--- src/rtl/end_screen_pkg.sv ---
// Shared types and constants for the end-of-game screen controller.
package end_screen_pkg;

  localparam int COLOR_W = 12;
  localparam int X_W     = 10;
  localparam int Y_W     = 9;

  localparam logic [COLOR_W-1:0] BG_COLOR_DEF     = 12'h000;
  localparam logic [COLOR_W-1:0] TRANSP_COLOR_DEF = 12'hF0F;

  typedef enum logic [1:0] {
    IDLE,
    SHOW,
    ARMED,
    EXIT
  } state_t;

  function automatic int max_int(input int a, input int b);
    return (a > b) ? a : b;
  endfunction

endpackage

--- src/rtl/overlay_layer.sv ---
// One rectangular overlay: hit test against the current pixel and the
// row-major image ROM address inside the rectangle (0 when outside).
module overlay_layer
  import end_screen_pkg::*;
#(
  parameter logic [X_W-1:0] X      = '0,
  parameter logic [Y_W-1:0] Y      = '0,
  parameter logic [X_W-1:0] W      = '0,
  parameter logic [Y_W-1:0] H      = '0,
  parameter int             ADDR_W = 16
) (
  input  logic [X_W-1:0]    x,
  input  logic [Y_W-1:0]    y,
  output logic              hit,
  output logic [ADDR_W-1:0] addr
);

  // Bounds widened to 11 bits so origin + size can never wrap.
  localparam logic [10:0] X_LO = 11'(X);
  localparam logic [10:0] X_HI = 11'(X) + 11'(W);
  localparam logic [10:0] Y_LO = 11'(Y);
  localparam logic [10:0] Y_HI = 11'(Y) + 11'(H);

  logic [10:0]       x_w;
  logic [10:0]       y_w;
  logic [ADDR_W-1:0] dx;
  logic [ADDR_W-1:0] dy;

  always_comb begin
    x_w  = 11'(x);
    y_w  = 11'(y);
    hit  = (x_w >= X_LO) && (x_w < X_HI) && (y_w >= Y_LO) && (y_w < Y_HI);
    dx   = ADDR_W'(x_w - X_LO);
    dy   = ADDR_W'(y_w - Y_LO);
    addr = hit ? ADDR_W'(dy * ADDR_W'(W) + dx) : '0;
  end

endmodule

--- src/rtl/end_screen_ctrl.sv ---
// End-of-game screen: holds the win picture for a minimum number of frames,
// then exits on a fresh exit-key press. Optional prompt blink: END_SCREEN_BLINK_EN.
module end_screen_ctrl
  import end_screen_pkg::*;
#(
  parameter int                         NUM_LAYERS   = 2,
  parameter int                         ADDR_W       = 16,
  parameter logic [NUM_LAYERS*X_W-1:0]  LAYER_X      = {10'd254, 10'd105},
  parameter logic [NUM_LAYERS*Y_W-1:0]  LAYER_Y      = {9'd280, 9'd80},
  parameter logic [NUM_LAYERS*X_W-1:0]  LAYER_W      = {10'd380, 10'd380},
  parameter logic [NUM_LAYERS*Y_W-1:0]  LAYER_H      = {9'd143, 9'd112},
  parameter int                         HOLD_FRAMES  = 60,
  parameter int                         BLINK_FRAMES = 30,
  parameter logic [COLOR_W-1:0]         BG_COLOR     = BG_COLOR_DEF,
  parameter logic [COLOR_W-1:0]         TRANSP_COLOR = TRANSP_COLOR_DEF
) (
  input  logic                           clk,
  input  logic                           rst_n,
  input  logic                           success,
  input  logic                           frame_start,
  input  logic [5:0]                     movement,
  input  logic [X_W-1:0]                 x,
  input  logic [Y_W-1:0]                 y,
  output logic [NUM_LAYERS*ADDR_W-1:0]   rom_addr,
  input  logic [NUM_LAYERS*COLOR_W-1:0]  rom_data,
  output logic [COLOR_W-1:0]             color,
  output logic                           win_end
);

  localparam int               CNT_W     = $clog2(max_int(HOLD_FRAMES, BLINK_FRAMES) + 1);
  localparam logic [CNT_W-1:0] HOLD_LAST = CNT_W'(HOLD_FRAMES - 1);

  state_t                  state;
  logic [CNT_W-1:0]        frame_cnt;
  logic                    key_prev;
  logic                    key_now;
  logic                    key_rise;
  logic                    unused_keys;
  logic [NUM_LAYERS-1:0]   hit;
  logic [NUM_LAYERS-1:0]   visible;
  logic [COLOR_W-1:0]      pixel;

  assign key_now     = movement[4] | movement[5];
  assign key_rise    = key_now & ~key_prev;
  assign unused_keys = ^movement[3:0];

  for (genvar i = 0; i < NUM_LAYERS; i++) begin : g_layer
    overlay_layer #(
      .X      (LAYER_X[i*X_W +: X_W]),
      .Y      (LAYER_Y[i*Y_W +: Y_W]),
      .W      (LAYER_W[i*X_W +: X_W]),
      .H      (LAYER_H[i*Y_W +: Y_W]),
      .ADDR_W (ADDR_W)
    ) u_layer (
      .x    (x),
      .y    (y),
      .hit  (hit[i]),
      .addr (rom_addr[i*ADDR_W +: ADDR_W])
    );
  end

`ifdef END_SCREEN_BLINK_EN
  localparam logic [CNT_W-1:0] BLINK_LAST = CNT_W'(BLINK_FRAMES - 1);

  logic [CNT_W-1:0] blink_cnt;
  logic             blink_phase;

  // The prompt layer only appears once exit is possible, on even phases.
  always_comb begin
    visible                = '1;
    visible[NUM_LAYERS-1]  = (state == ARMED) && !blink_phase;
  end
`else
  assign visible = '1;
`endif

  // Scan from the highest index down so the lowest opaque layer wins.
  always_comb begin
    pixel = BG_COLOR;
    for (int i = NUM_LAYERS - 1; i >= 0; i--) begin
      if (hit[i] && visible[i] && (rom_data[i*COLOR_W +: COLOR_W] != TRANSP_COLOR)) begin
        pixel = rom_data[i*COLOR_W +: COLOR_W];
      end
    end
  end

  always_ff @(posedge clk or negedge rst_n) begin
    if (!rst_n) begin
      state     <= IDLE;
      frame_cnt <= '0;
      key_prev  <= 1'b0;
      color     <= BG_COLOR;
      win_end   <= 1'b0;
`ifdef END_SCREEN_BLINK_EN
      blink_cnt   <= '0;
      blink_phase <= 1'b0;
`endif
    end else begin
      key_prev <= key_now;
      win_end  <= (state == EXIT);
      color    <= (state == IDLE) ? BG_COLOR : pixel;
      if (!success) begin
        state <= IDLE;
      end else begin
        case (state)
          IDLE: begin
            state     <= SHOW;
            frame_cnt <= '0;
          end
          SHOW: begin
            if (frame_start) begin
              if (frame_cnt == HOLD_LAST) begin
                state <= ARMED;
`ifdef END_SCREEN_BLINK_EN
                blink_cnt   <= '0;
                blink_phase <= 1'b0;
`endif
              end else begin
                frame_cnt <= frame_cnt + CNT_W'(1);
              end
            end
          end
          ARMED: begin
`ifdef END_SCREEN_BLINK_EN
            if (frame_start) begin
              if (blink_cnt == BLINK_LAST) begin
                blink_cnt   <= '0;
                blink_phase <= ~blink_phase;
              end else begin
                blink_cnt <= blink_cnt + CNT_W'(1);
              end
            end
`endif
            if (key_rise) begin
              state <= EXIT;
            end
          end
          EXIT: begin
            state <= EXIT;
          end
          default: state <= IDLE;
        endcase
      end
    end
  end

endmodule

--- config.mk ---
export PLATFORM = sky130hd
export DESIGN_NAME = end_screen_ctrl
export DESIGN_NICKNAME = d
export VERILOG_FILES = /design/src/rtl/end_screen_pkg.sv /design/src/rtl/overlay_layer.sv /design/src/rtl/end_screen_ctrl.sv
export SDC_FILE = /design/constraint.sdc
export NUM_CORES = 1
export LEC_CHECK = 0
export BUFFER_PORTS_ARGS = -buffer_cell sky130_fd_sc_hd__buf_2
export CORE_MARGIN = 4
export CORE_UTILIZATION = 50
export DETAILED_ROUTE_END_ITERATION = 6
export HOLD_SLACK_MARGIN = 0.05
export PLACE_DENSITY = 0.78
export SLEW_MARGIN = 20
export SYNTH_ARGS = -nofsm -noshare
export SYNTH_HDL_FRONTEND = slang
export SYNTH_SLANG_ARGS = --single-unit
--- constraint.sdc ---
create_clock -name clk -period 17.6 [get_ports clk]
set_input_delay 0.88 -clock clk [delete_from_list [all_inputs] [get_ports clk]]
set_output_delay 0.88 -clock clk [all_outputs]
set_load 0.05 [all_outputs]
# After elaboration in Yosys (flattened, before gate mapping)
# Index checks and enable logic that the tools add are counted.
classes:
  bitwise_logic: 3
  order_cmp: 8
  n_addsub: 7
  n_mux: 13
  mul: 2
  n_eq_ne: 11
  reduce_logical: 12
op_table:
  columns: ["operator", "count"]
  rows:
  - ["12-bit 2-to-1 mux", 3]
  - ["16-bit adder", 2]
  - ["16-bit by 7-bit multiplier with 14-bit output, second input constant", 2]
  - ["16-bit 2-to-1 mux", 2]
  - ["12-bit != test, second input constant", 2]
  - ["6-bit 2-to-1 mux", 2]
  - ["6-bit one-hot mux with 2 select lines", 1]
  - ["10-bit by 7-bit subtractor with 11-bit output, second input constant", 1]
  - ["10-bit by 8-bit subtractor with 11-bit output, second input constant", 1]
  - ["10-bit by 7-bit greater-or-equal comparator with 1-bit output, second input constant", 1]
  - ["10-bit by 8-bit greater-or-equal comparator with 1-bit output, second input constant", 1]
  - ["10-bit < comparator, second input constant", 1]
  - ["10-bit by 9-bit < comparator with 1-bit output, second input constant", 1]
  - ["9-bit by 7-bit subtractor with 10-bit output, second input constant", 1]
  - ["9-bit by 9-bit subtractor with 10-bit output, second input constant", 1]
  - ["9-bit by 7-bit greater-or-equal comparator with 1-bit output, second input constant", 1]
  - ["9-bit greater-or-equal comparator, second input constant", 1]
  - ["9-bit by 8-bit < comparator with 1-bit output, second input constant", 1]
  - ["9-bit < comparator, second input constant", 1]
  - ["3-bit != test, second input constant", 3]
  - ["1-bit logical AND", 8]
  - ["2-bit 2-to-1 mux", 4]
  - ["2-bit one-hot mux with 4 select lines", 1]
  - ["6-bit by 1-bit adder with 6-bit output, second input constant", 1]
  - ["11 further kinds", 13]
totals:
  input_bits: 53
  elab_cells: 61
  regBits: 22
  out_inout_bits: 45

# Longest topological paths before layout
logic_depth:
  depth_word: 8
  ltp_mapped: 28

# Hierarchy
# A second synthesis with hierarchy kept.
hier_totals:
  cells_unflattened: 739
  hier_area_um2: 6125.9
modules_own_cells:
  columns: ["module", "cells_per_inst", "instances", "seq_area_each_um2", "area_each_um2"]
  rows:
  - ["overlay_layer (g_layer[0].u_layer)", 320, 1, 0.0, 2533.7]
  - ["overlay_layer (g_layer[1].u_layer)", 304, 1, 0.0, 2512.4]
  - ["end_screen_ctrl", 115, 1, 550.5, 1079.8]

# Worst setup path before layout
# No wires, ideal clock.
synth_path:
  path_type: "input -> output"
  startpoint: "in y[5]"
  endpoint: "out rom_addr[31]"
  stages: 26
  required_time_ns: 16.720
  slack_ns: 9.822
  arrival_ns: 6.898
  path_cell_list: "buf_2 -> inv_1 -> ha_1 -> a21oi_1 -> xnor2_1 -> inv_1 -> fa_1 -> fa_1 -> fa_1 -> inv_1 -> fa_1 -> inv_1 -> ha_1 -> or3_1 -> o21ai_0 -> a21oi_1 -> or4_1 -> nand4_1 -> ha_1 -> a21oi_1 -> nand3_1 -> nand2_1 -> a31oi_1 -> xor2_1 -> xnor2_1 -> nor2_1"
synth_between:
  elab_chain_cells: 4
  elab_cells_between_ends: 8
synth_rtl:
  columns: ["element", "line_no", "text"]
  rows:
  - ["start: declaration", "end_screen_ctrl.sv:23", "input logic [Y_W-1:0] y,"]
  - ["9-bit by 9-bit subtractor with 10-bit output or 9-bit greater-or-equal comparator (tied branches)", "overlay_layer.sv:34, overlay_layer.sv:32", null]
  - ["16-bit by 7-bit multiplier with 14-bit output or 1-bit logical AND (tied branches)", "overlay_layer.sv:35, overlay_layer.sv:32", null]
  - ["16-bit adder or 1-bit logical AND (tied branches)", "overlay_layer.sv:35, overlay_layer.sv:32", null]
  - ["16-bit 2-to-1 mux (*)", "overlay_layer.sv:35", "addr = hit ? ADDR_W'(dy * ADDR_W'(W) + dx) : '0;"]
  - ["end: declaration", "end_screen_ctrl.sv:24", "output logic [NUM_LAYERS*ADDR_W-1:0] rom_addr,"]
# Mark *: on every way between the ends. The rest lies on a longest branch, timed or not.

# Final worst setup path
layout_path:
  startpoint: "in y[4]"
  endpoint: "out rom_addr[15]"
layout_between:
  elab_chain_cells: 4
  elab_cells_between_ends: 8
layout_rtl:
  columns: ["element", "line_no"]
  rows:
  - ["9-bit by 7-bit subtractor with 10-bit output or 9-bit by 7-bit greater-or-equal comparator with 1-bit output (tied branches)", "overlay_layer.sv:34, overlay_layer.sv:32"]
  - ["16-bit by 7-bit multiplier with 14-bit output or 1-bit logical AND (tied branches)", "overlay_layer.sv:35, overlay_layer.sv:32"]
  - ["16-bit adder or 1-bit logical AND (tied branches)", "overlay_layer.sv:35, overlay_layer.sv:32"]
  - ["16-bit 2-to-1 mux (*)", "overlay_layer.sv:35"]
# Marks and branches as above.

==> results by group <==
Yosys
  – Synth top area share: 20.84%
  – Post-synthesis adder-cell area fraction: 39.32%
  – Synth async-reset ratio: 100.0%
  – Synth Area per Inst: 8.486 um^2
  – Post-synth top flop: dfrtp_1
  – Synth area leaders: fa_1, ha_1, dfrtp_1
  – Dominant cell type by area after synthesis: fa_1
  – Ys Warns: 0
  – Multiplexer area fraction after synthesis: 0.6931%
  – Cell variety after synth: 69
  – Post-synthesis sequential area ratio: 9.242%
  – Syn Inst Count: 702
  – Top post-synthesis cells by count: inv_1, ha_1, fa_1, nor2_1, xnor2_1
  – Compound-Gate Fraction of Synth Area: 16.15%
  – Post-synth EDFFs: 0
  – Largest family of logic cells by synthesized area: adder cells
  – Synthesized flop and latch total: 22
  – Mapped Area: 5957 um^2
  – Synthesized net count: 905
  – Simple-gate share of the synthesized area: 14.28%
  – Top-count cell post-synth: inv_1
  – XOR/XNOR Fraction of Synth Area: 11.15%

STA
  – Unrepaired setup endpoints after global routing: no
  – Hold Fails Final Rpt: 0
  – Endpoints failing setup: 0
  – Total negative slack: 0 ns
  – Fmax: 123.9 MHz
  – Worst-margin pin slew: 0.9923 ns
  – Max Slew Vio Count: 0
  – Skew final: 0.001624 ns
  – Final min period: 8.071 ns
  – Tcrit/Tclk final: 45.86%
  – Slew headroom: 33.60%

Cells and area
  – Design area: 6664 um^2
  – Fraction of layout cells with a size suffix above 1: 15.08%
  – Fin util: 57.87%
  – Layout area overhead: 11.87%
  – Final Non-Filler Cells: 932
  – Antenna cell count: 0
  – Multi-input logic area: 4861 um^2
  – Flip-flop and latch area: 550.5 um^2
  – Nets: 993
  – Fillers: 1057

Run
  – Max_cap viols: 0

Floorplan
  – Core Region: 11520 um^2
  – Die area: 13720 um^2
  – Row count: 39
  – Initial core utilization: 51.73%
  – Io pins: 98
  – Die X: 117.2 um
  – Die Y: 117.2 um

Global routing
  – GRT Util Overall: 19.48%
  – Global-route wire length before repair: 22290 um
  – Initial antenna violation count: 0
  – Largest net degree at the start of global routing: 23
  – Vias in the first global route: 4997
  – Total grt overflow: 0

Setup path
  – Critical Path End: rom_addr[15]
  – CP Cell Sequence: buf_2 -> inv_1 -> ha_1 -> inv_1 -> a21oi_1 -> xnor2_1 -> fa_1 -> inv_1 -> fa_1 -> fa_1 -> inv_1 -> fa_1 -> inv_1 -> ha_1 -> nor2_1 -> a211o_1 -> o311ai_0 -> ha_1 -> a2111oi_0 -> a21oi_2 -> xnor2_1 -> mux2_2 -> buf_2
  – Reg-to-reg endpoint: frame_cnt[2]$_DFFE_PN0P_
  – Cell at the slowest stage of the critical path: fa_1
  – CP required: 16.72 ns
  – Critical Path Fanout Max: 10
  – Critical Path AT: 7.19 ns
  – Crit start category: input port
  – Critical Path Most Common Cell: inv_1
  – CP peak stage delay: 0.55 ns
  – Crit Path Class: in -> out
  – Reg2Reg Setup Slack: 15.94 ns
  – CP endpoint kind: output pin
  – Reg2reg start: frame_cnt[0]$_DFFE_PN0P_
  – Worst Setup SP: y[4]
  – Worst Reg-to-Reg Cells: 7

Route
  – Routed WL: 12800 um
  – Iteration-0 DRC Markers: 259
  – Wirelength per Cell: 13.74 um
  – Number of remaining DRC errors: 0
  – Via count: 4970
  – DRT Pass-1 Iters: 5
  – Via/cell ratio: 5.333
  – Routed Antenna Nets: 0

Place
  – Post-Place Cells: 928
  – Final GP Congestion: 0.8583
  – Hpwl dp: 11170 um
  – Cell Area, Placed: 6559 um^2
  – IO buf count: 93

Clock tree
  – Postcts setup bufs: 0
  – CTS resizes: 0
  – CTS root buffer: clkbuf_16
  – Hold Buf Count CTS: 0
  – Sinks on Clock Net: 22
  – Worst-case clock buffer depth: 2
  – Worst-Skew Late Latency: 0.25 ns
  – TritonCTS clock tree: yes
  – Clock transition at path regs: 0.06 ns
  – CTS Buf Count: 3
  – CTS HTree Levels: 1

Worst hold path
  – Worst hold path class: in -> async

Status
  – Status: complete, no violations
==> cells in the final DEF, fill, tap and decap left out, types with 4 or more instances in the layout <==
cell type and instances:
and2_1 7, xnor2_1 51, and4b_1 4, o21ai_0 21, o211ai_1 4, a21oi_1 34
a21oi_2 4, fa_1 62, nand3_1 12, a22oi_1 13, or3_1 4, o21a_1 8
a21o_1 9, nor2b_1 10, nand4_1 5, nor2_1 58, nor3_1 14, and3_1 5
ha_1 88, inv_1 129, a31oi_1 4, o21bai_1 5, dfrtp_1 22, buf_2 93
a211oi_1 4, nand2_1 30, xor2_1 23, a21boi_0 4
==> worst min-delay path by stage <==
stage	start	end	slack, ns	cells past startpoint
6_report	rst_n	color[1]$_DFF_PN0_	0.59	1
5_1_grt	frame_cnt[1]$_DFFE_PN0P_	frame_cnt[1]$_DFFE_PN0P_	0.61	1
4_1_cts	frame_cnt[1]$_DFFE_PN0P_	frame_cnt[1]$_DFFE_PN0P_	0.58	1
3_5_place_dp	frame_cnt[1]$_DFFE_PN0P_	frame_cnt[1]$_DFFE_PN0P_	0.56	1
3_3_place_gp	frame_cnt[1]$_DFFE_PN0P_	frame_cnt[1]$_DFFE_PN0P_	0.55	1
2_1_floorplan	frame_cnt[1]$_DFFE_PN0P_	frame_cnt[1]$_DFFE_PN0P_	0.52	1
==> cells by family after synthesis <==
logic type	Yosys count
buf+inv	142
mux	4
xor+xnor	75
simple gates	169
flops	22
fa+ha+maj	150
compound gates	140
==> final cells by class <==
class	count	share of cell area, %
Timing Repair Buffer	95	7.210
Multi-Input combinational cell	538	72.94
Tap cell	143	2.685
Inverter	130	7.323
Sequential cell	22	8.261
Clock buffer	3	1.127
Clock inverter	1	0.4506
==> sequential cells by signal, summed over array words and instances (netlist names) <==
signal     count
color         12
state          2
frame_cnt      6
win_end        1
key_prev       1
==> per-stage QoR <==
| stage | hold WS, ns | setup slack [ns] |
|---|---|---|
| 5_1_grt | 0.6066 | 9.132 |
| 3_3_place_gp | 0.5496 | 9.543 |
| 6_report | 0.5851 | 9.529 |
| 2_1_floorplan | 0.5155 | 9.822 |
| 3_5_place_dp | 0.5592 | 9.487 |
| 4_1_cts | 0.5796 | 9.458 |
==> worst max-delay path: cells and delay by family <==
family                     cells  cell delay [ns]
AOI/OAI and AO/OA              5             1.46
xor gates and xnor gates       2             0.59
adders and majority gates      7             2.92
buffers and inverters          7             0.89
muxes                          1             0.36
and+or+nand+nor                1             0.07
==> per-layer routing <==
layer	global-route usage [%]	part of all wire, %	up-vias
met2	36.80	51	85
met5	0	0	-
met1	25.48	45	2363
met3	1.131	4.3	4
met4	1.529	0.27	0
li1	-	-	2518
Power is left out: the tool's default activity adds up to more than one toggle a clock period on the data nets, which glitch-free logic cannot reach.
